**config.mk**
```make
export PLATFORM = sky130hd
export DESIGN_NAME = display7_scan
export DESIGN_NICKNAME = d
export VERILOG_FILES = /design/src/rtl/display7_scan.sv
export SDC_FILE = /design/constraint.sdc
export NUM_CORES = 1
export LEC_CHECK = 0
export CAP_MARGIN = 25
export CELL_PAD_IN_SITES_DETAIL_PLACEMENT = 2
export CELL_PAD_IN_SITES_GLOBAL_PLACEMENT = 2
export CORE_ASPECT_RATIO = 1.75
export CORE_MARGIN = 2
export CORE_UTILIZATION = 37
export DETAILED_ROUTE_END_ITERATION = 7
export GPL_TIMING_DRIVEN = 0
export PLACE_DENSITY = 0.89
export SETUP_SLACK_MARGIN = 0.5
export SYNTH_ARGS = -nofsm -noshare
export SYNTH_HDL_FRONTEND = slang
export SYNTH_SLANG_ARGS = --single-unit
```
**constraint.sdc**
```tcl
create_clock -name clk -period 4.54 [get_ports clk]
set_input_delay 0.454 -clock clk [delete_from_list [all_inputs] [get_ports clk]]
set_output_delay 0.454 -clock clk [all_outputs]
set_load 0.02 [all_outputs]
```
**src/rtl/display7_scan.sv**
```systemverilog
// Time-multiplexed common-anode seven-segment scanner with shadow/display frame buffers.
// Define DISPLAY7_SCAN_HEX_EN to decode nibbles 10-15 as hex glyphs instead of blanking them.
module display7_scan #(
    parameter int DIGITS  = 8,
    parameter int CLK_DIV = 100000
) (
    input  logic                  clk,
    input  logic                  reset,
    input  logic [4*DIGITS-1:0]   iData,
    input  logic [DIGITS-1:0]     iDp,
    input  logic [DIGITS-1:0]     iMask,
    input  logic                  iLzb,
    input  logic                  iLoad,
    output logic [6:0]            oSeg,
    output logic                  oDp,
    output logic [DIGITS-1:0]     oAn
);

    localparam int SW = (CLK_DIV > 1) ? $clog2(CLK_DIV) : 1;
    localparam int IW = (DIGITS > 1) ? $clog2(DIGITS) : 1;
    localparam logic [SW-1:0] SLOT_LAST  = SW'(CLK_DIV - 1);
    localparam logic [IW-1:0] DIGIT_LAST = IW'(DIGITS - 1);

    logic [SW-1:0]        slotCnt;
    logic [IW-1:0]        digitIdx;
    logic [4*DIGITS-1:0]  shadowData;
    logic [DIGITS-1:0]    shadowDp;
    logic [4*DIGITS-1:0]  dispData;
    logic [DIGITS-1:0]    dispDp;

    logic                 slotWrap;
    logic                 frameEnd;
    logic [3:0]           curNib;
    logic                 curDp;
    logic                 curMask;
    logic                 curBlank;
    logic                 allZero;
    logic [DIGITS-1:0]    anSel;
    logic [6:0]           segNext;
    logic                 dpNext;
    logic [DIGITS-1:0]    anNext;

    // Active-low glyphs, bit 0 = segment a.
    function automatic logic [6:0] decode(input logic [3:0] nib);
        logic [6:0] seg;
        seg = 7'h7F;
        case (nib)
            4'h0: seg = 7'h40;
            4'h1: seg = 7'h79;
            4'h2: seg = 7'h24;
            4'h3: seg = 7'h30;
            4'h4: seg = 7'h19;
            4'h5: seg = 7'h12;
            4'h6: seg = 7'h02;
            4'h7: seg = 7'h78;
            4'h8: seg = 7'h00;
            4'h9: seg = 7'h10;
`ifdef DISPLAY7_SCAN_HEX_EN
            4'hA: seg = 7'h08;
            4'hB: seg = 7'h03;
            4'hC: seg = 7'h46;
            4'hD: seg = 7'h21;
            4'hE: seg = 7'h06;
            4'hF: seg = 7'h0E;
`endif
            default: seg = 7'h7F;
        endcase
        return seg;
    endfunction

    assign slotWrap = (slotCnt == SLOT_LAST);
    assign frameEnd = slotWrap && (digitIdx == DIGIT_LAST);

    // Walk from the most significant digit down so the zero run above each digit is known.
    always_comb begin
        curNib   = 4'h0;
        curDp    = 1'b0;
        curMask  = 1'b0;
        curBlank = 1'b0;
        allZero  = 1'b1;
        anSel    = '1;
        for (int k = DIGITS - 1; k >= 0; k--) begin
            allZero = allZero && (dispData[4*k +: 4] == 4'h0);
            if (digitIdx == IW'(k)) begin
                curNib   = dispData[4*k +: 4];
                curDp    = dispDp[k];
                curMask  = iMask[k];
                curBlank = iLzb && allZero && (k != 0);
                anSel[k] = 1'b0;
            end
        end
    end

    always_comb begin
        segNext = 7'h7F;
        dpNext  = 1'b1;
        anNext  = '1;
        if ((slotCnt != '0) && curMask && !curBlank) begin
            segNext = decode(curNib);
            dpNext  = ~curDp;
            anNext  = anSel;
        end
    end

    // A load on the frame-boundary edge bypasses the shadow so it shows in the frame that starts.
    always_ff @(posedge clk) begin
        if (reset) begin
            slotCnt    <= '0;
            digitIdx   <= '0;
            shadowData <= '0;
            shadowDp   <= '0;
            dispData   <= '0;
            dispDp     <= '0;
            oSeg       <= 7'h7F;
            oDp        <= 1'b1;
            oAn        <= '1;
        end else begin
            slotCnt <= slotWrap ? '0 : slotCnt + SW'(1);
            if (slotWrap) begin
                digitIdx <= (digitIdx == DIGIT_LAST) ? '0 : digitIdx + IW'(1);
            end
            if (iLoad) begin
                shadowData <= iData;
                shadowDp   <= iDp;
            end
            if (frameEnd) begin
                dispData <= iLoad ? iData : shadowData;
                dispDp   <= iLoad ? iDp   : shadowDp;
            end
            oSeg <= segNext;
            oDp  <= dpNext;
            oAn  <= anNext;
        end
    end

endmodule

```
Word level (Yosys, flattened, before mapping). Memories as Yosys holds them, arrays and structs flattened. A register that Yosys moved wholly into a read port is not among the register bits. Cells that the tools add are included.

Word-level logic and storage cells: 92. Memory bits (read-only): 112. Memories kept: 1. Flip-flop bits (word level): 109. Bits of input ports: 52. Output and inout port bits: 16.

Memory list: (name not given) (depth 16, bits a word 7, read ports 1, clocked after Yosys merged registers in 1, write ports 0, line 47) `case (nib)`.

Muxes and demuxes: 43. Add/sub/neg operators: 2. Equality and inequality tests: 8. Bitwise logic cells: 2. Reduce and logical (&&, ||, !) cells: 28.

Operators with widths (number): 1-bit two-way mux (32); 32-bit two-way mux (1); 4-bit two-way mux (8); 4-bit zero test (7); 17-bit by 1-bit adder with 17-bit output (second input constant) (1); 17-bit equality test (second input constant) (1); 17-bit nonzero test (1); 1-bit logical AND (16); 3-bit equality test (second input constant) (4); 8-bit two-way mux (1); 3-bit by 2-bit equality test with 1-bit output (second input constant) (2); 2-bit OR reduction (2); 3-bit by 1-bit adder with 3-bit output (second input constant) (1); 3-bit by 1-bit equality test with 1-bit output (second input constant) (1); 3-bit zero test (1); 3-bit two-way mux (1); 1-bit NOT (2); 1-bit zero test (1).

Depth between registers and ports, before layout.
Word-level depth: 14. Gate-level depth with buffers: 12. Depth with buffers taken out: 10.

Least setup slack after synthesis. No wires, ideal clock.

Path type: register -> register. Start: register digitIdx[2]. End: register oSeg[6]. Clock period less this slack: 2.723 ns. Setup time: 0.074 ns. Path slack: 1.817 ns. Data required time: 4.466 ns. Path buffers: 2. Stages on the path, launching flop included: 13. Arrival: 2.649 ns. Path through: dfxtp_1 -> inv_1 -> clkbuf_1 -> ha_1 -> buf_2 -> nor2b_1 -> o211ai_1 -> nand2_1 -> nor3_2 -> ha_1 -> or3b_2 -> o211a_1 -> o21ai_0.

Word-level cells in the longest chain between the ends: 13. Elaborated cells on any way between the ends: 37. Classes of those cells: eq/ne (7); mux (24); bitwise (1); reduce/logical (5).

Ends and longest elaborated chain: from (decl) (line 25) `logic [IW-1:0] digitIdx;`; from (signal assigned) (line 120) `digitIdx <= (digitIdx == DIGIT_LAST) ? '0 : digitIdx + IW'(1);`; 3-bit equality test (line 84) `if (digitIdx == IW'(k)) begin`; 1-bit two-way mux (8 in series) (line 84); 1-bit logical AND / 1-bit zero test (equally long branches) (line 98) `if ((slotCnt != '0) && curMask && !curBlank) begin`; 1-bit logical AND (line 98); 1-bit NOT (no line); 2-bit OR reduction (no line); to (decl) (line 14) `output logic [6:0] oSeg,`.

Several ways; a longest one is shown, not always the timed one. A chain may end at the register's enable or synchronous reset.

Worst setup path in the final report.
Start: register digitIdx[2]. End: register oSeg[3].

The elaborated chain is that of the path after synthesis.

==> impl_results.md <==
- Post-synthesis instance area: 4930 um^2
- Non-filler instance count after layout: 789
- Final slew viol count: 0
- Gpl congestion: 0.850
- Count of different cell masters after synthesis: 58
- Detail Route Antenna Nets: 0
- CTS buffer count: 17
- Yosys top cell by area: dfxtp_1
- Clock-pin slew on the worst setup and hold paths: 60 ps
- Final WL: 19.6 mm
- Predominant post-synthesis flop cell: dfxtp_1
- Final standard cell area without fillers: 6380 um^2
- Worst clock skew: 7.62 ps
- Met3 layer usage reported by global route: 0.0573
- # hold bufs at CTS: 0
- Worst R2R Setup Slack: 710 ps
- Gate count after technology mapping: 520
- Worst hold margin: 465 ps
- Final period demand of the worst path: 3830 ps
- Static Leakage: 2.71 nW
- Normalized max-slew margin: 0.414
- Total Power Consumption: 2.54 mW
- CP startpoint kind: register
- Vias in the first global route: 5,070
- Synthesized-area fraction occupied by adder cells: 0.0229
- Top-Level Pins: 68
- Final Hold Violating Endpoints: 0
- Maximum fanout along the worst path: 10
- Global-route usage over all layers: 0.282
- XOR/XNOR Fraction of Synth Area: 0.0249
- Number of clock sinks seen by CTS: 116
- Fraction of registers with async set or reset after synthesis: 0
- Overflow left after global routing: 0
- Post-synthesis simple-gate area fraction: 0.169
- HPWL Detailed: 12.4 mm
- Global routing met1 resource utilization: 0.270
- Hold Path Origin: slotCnt[0]
- Placeable core region: 12,900 um^2
- Worst hold path class: register to register
- Post-synthesis mux area share: 0.0937
- WS Path Type: register to register
- Number of design rule violations left after detail routing: 0
- Setup repair after global routing missed its margin: false
- Vias per cell: 5.61
- Syn Nets: 581
- Layout cell share with drive strength beyond 1: 0.112
- Capturing point of the worst reg2reg path: oSeg[3]
- Number of H-tree levels: 4
- Number of iterations in the first detailed-routing pass: 4
- WL per Instance: 24.9 um
- Resized Gates After CTS: 0
- Max VDD drop: 0.314 mV
- Worst Hold Path Cells: 1
- TritonCTS clock tree: built
- Depth of the worst register-to-register path: 11
- Number of DRC violations after detailed-routing iteration 0: 208
- Hold path endpoint: slotCnt[0]
- Required time at the worst-slack endpoint: 4810 ps
- Die width: 91.2 um
- Reported max-cap violation count: 0
- Count of state elements after synthesis: 116
- Setup TNS Final: 0 ps
- Starting utilization of the core area: 0.381
- Post-placement cell area: 5800 um^2
- Final setup fails: 0
- Number of antenna violations at the first check in global routing: 0
- Antenna diode count: 0
- Critical R2R Launch: digitIdx[2]
- First-pass GRT wire length: 30.1 mm
- Master of the slowest instance on the critical path: nor3_2
- Via count: 4,429
- Syn_area_per_cell: 9.47 um^2
- Data arrival time of the critical path: 4100 ps
- Met2 Resource Use GR: 0.556
- Power per Cell Area: 397 nW/um^2
- Top cell type's share of synthesized area: 0.471
- Cells along the critical path: inv_1, clkbuf_1, ha_1, buf_2, nor2b_1, o21ai_0, nand2_1, nor3_2, ha_1, mux2_2, o311ai_0
- Post-Place Cells: 757
- Yosys Warn Count: 0
- Number of post-CTS setup repair buffers: 0
- Cell types occupying the most area after synthesis: dfxtp_1 47%, mux2i_1 9.1%, o22a_1 7.1%
- Fill cell instance count of the final layout: 1,377
- Worst path max stage delay: 560 ps
- Area added between synthesis and finish: 29.6%
- Number of enable-type register cells in the synthesized netlist: 0
- Worst Max-Slew Pin Slew: 879 ps
- Maximum number of pins on one net before global-route repair: 17
- Main combinational cell family by area after synthesis: simple AND/OR/NAND/NOR gates
- Number of core rows: 55
- Maximum root-to-sink buffer count: 2
- Number of I/O port buffers: 66
- Proportion of synthesized chip area in sequential cells: 0.471
- Fmax: 261 MHz
- Chip height: 157 um
- Root Buffer Master: clkbuf_16
- Cell occurring most often along the worst timing path: ha_1
- DIE AREA: 14,300 um^2
- Clk_lat worst skew: 420 ps
- Outcome: finished, final reports clean
- Crit share post-route: 0.844
- Post-synthesis compound-gate area fraction: 0.164
- Layout Nets: 666
- Capturing element type of the critical path: register
- Most used routing layer: met2
worst max-delay path: cells and delay by family, from the launching register on:
family	cells	cell delay, ps
AOI/OAI and AO/OA	2	760
adders and majority gates	2	700
muxes	1	290
buffers and inverters	3	580
DFF	1	460
and+or+nand+nor	3	870
metrics by stage:
stage / worst slack, ps / utilization
after floorplan: 1820 / -
after global placement: 1100 / 0.448
after detailed placement: 844 / 0.448
after CTS: 612 / 0.493
after global routing: 614 / 0.493
final: 709 / 0.493
synth_stat cells, types with 4 or more instances:
| cell type | n |
|---|---|
| dfxtp_1 | 116 |
| nor2_1 | 78 |
| mux2i_1 | 45 |
| o22a_1 | 40 |
| nand2_1 | 26 |
| a21oi_1 | 21 |
| inv_1 | 17 |
| buf_2 | 16 |
| o21ai_0 | 15 |
| nand3_1 | 14 |
| clkbuf_1 | 9 |
| ha_1 | 9 |
| nor4_1 | 9 |
| xnor2_1 | 9 |
| nor3_1 | 8 |
| nor2b_1 | 7 |
| nand2b_1 | 5 |
| xor2_1 | 5 |
| buf_1 | 4 |
| nand3b_1 | 4 |
| o211ai_1 | 4 |
| o32ai_1 | 4 |
| or4_1 | 4 |
registers in the layout, indices dropped and copies added, names as in the netlist:
register and flops:
dispDp 8, slotCnt 17, oDp 1, shadowDp 8
oSeg 7, digitIdx 3, shadowData 32, oAn 8
dispData 32
area by class of cell:
cell class	count	area (um^2)	share of cell area
clock inverter	13	126	0.0198
timing repair buffer	66	661	0.103
buffer	37	203	0.0318
clock buffer	19	453	0.0710
tap	171	214	0.0335
multi-input combinational	350	2340	0.367
sequential	116	2320	0.364
inverter	17	63.8	0.0100
power breakdown:
group | internal [mW] | switching (mW) | leakage (nW) | total, mW
logic | 0.0787 | 0.0821 | 1.50 | 0.161
clock network | 0.787 | 0.532 | 0.261 | 1.32
registers | 1.05 | 0.0109 | 0.945 | 1.06
cells in the final DEF, fill, tap and decap left out, types with 4 or more instances in the layout:
master	Yosys	routed
nand2_1	26	26
o32ai_1	4	4
nand3_1	14	14
buf_2	16	16
clkdlybuf4s50_1	0	66
o22a_1	40	40
nor2_1	78	78
nor4_1	9	9
or4_1	4	4
o21ai_0	15	15
ha_1	9	9
a21oi_1	21	20
nand2b_1	5	5
buf_1	4	4
inv_1	17	17
clkinvlp_4	0	7
xor2_1	5	5
nor2b_1	7	7
nor3_1	8	8
dfxtp_1	116	116
nand3b_1	4	4
clkbuf_1	9	9
o211ai_1	4	4
clkbuf_16	0	17
xnor2_1	9	9
mux2i_1	45	45
layer usage:
metal  up-vias  share of wire
met5         -              0
met4         0          0.042
met3        57          0.032
met2       127           0.57
met1      2225           0.36
li1       2020              -
how the worst max path moves through the flow:
stage,from,to,slack (ps),cells after the start
3_5_place_dp,digitIdx[2],oSeg[3],840,10
4_1_cts,digitIdx[2],oSeg[3],610,10
2_1_floorplan,digitIdx[2],oSeg[6],1820,12
5_1_grt,digitIdx[2],oSeg[3],610,11
6_report,digitIdx[2],oSeg[3],710,11
3_3_place_gp,digitIdx[2],oSeg[6],1100,11
cell families (layout without fill, tap and decap cells):
group	Yosys count	after routing
adder cells (fa/ha/maj)	9	9
flip-flops	116	116
XOR/XNOR	14	14
AO/OA/AOI/OAI	108	108
AND/OR/NAND/NOR	173	173
buffers and inverters	54	152
multiplexers	46	46
Note: power is estimated with default switching activity, not from simulation.
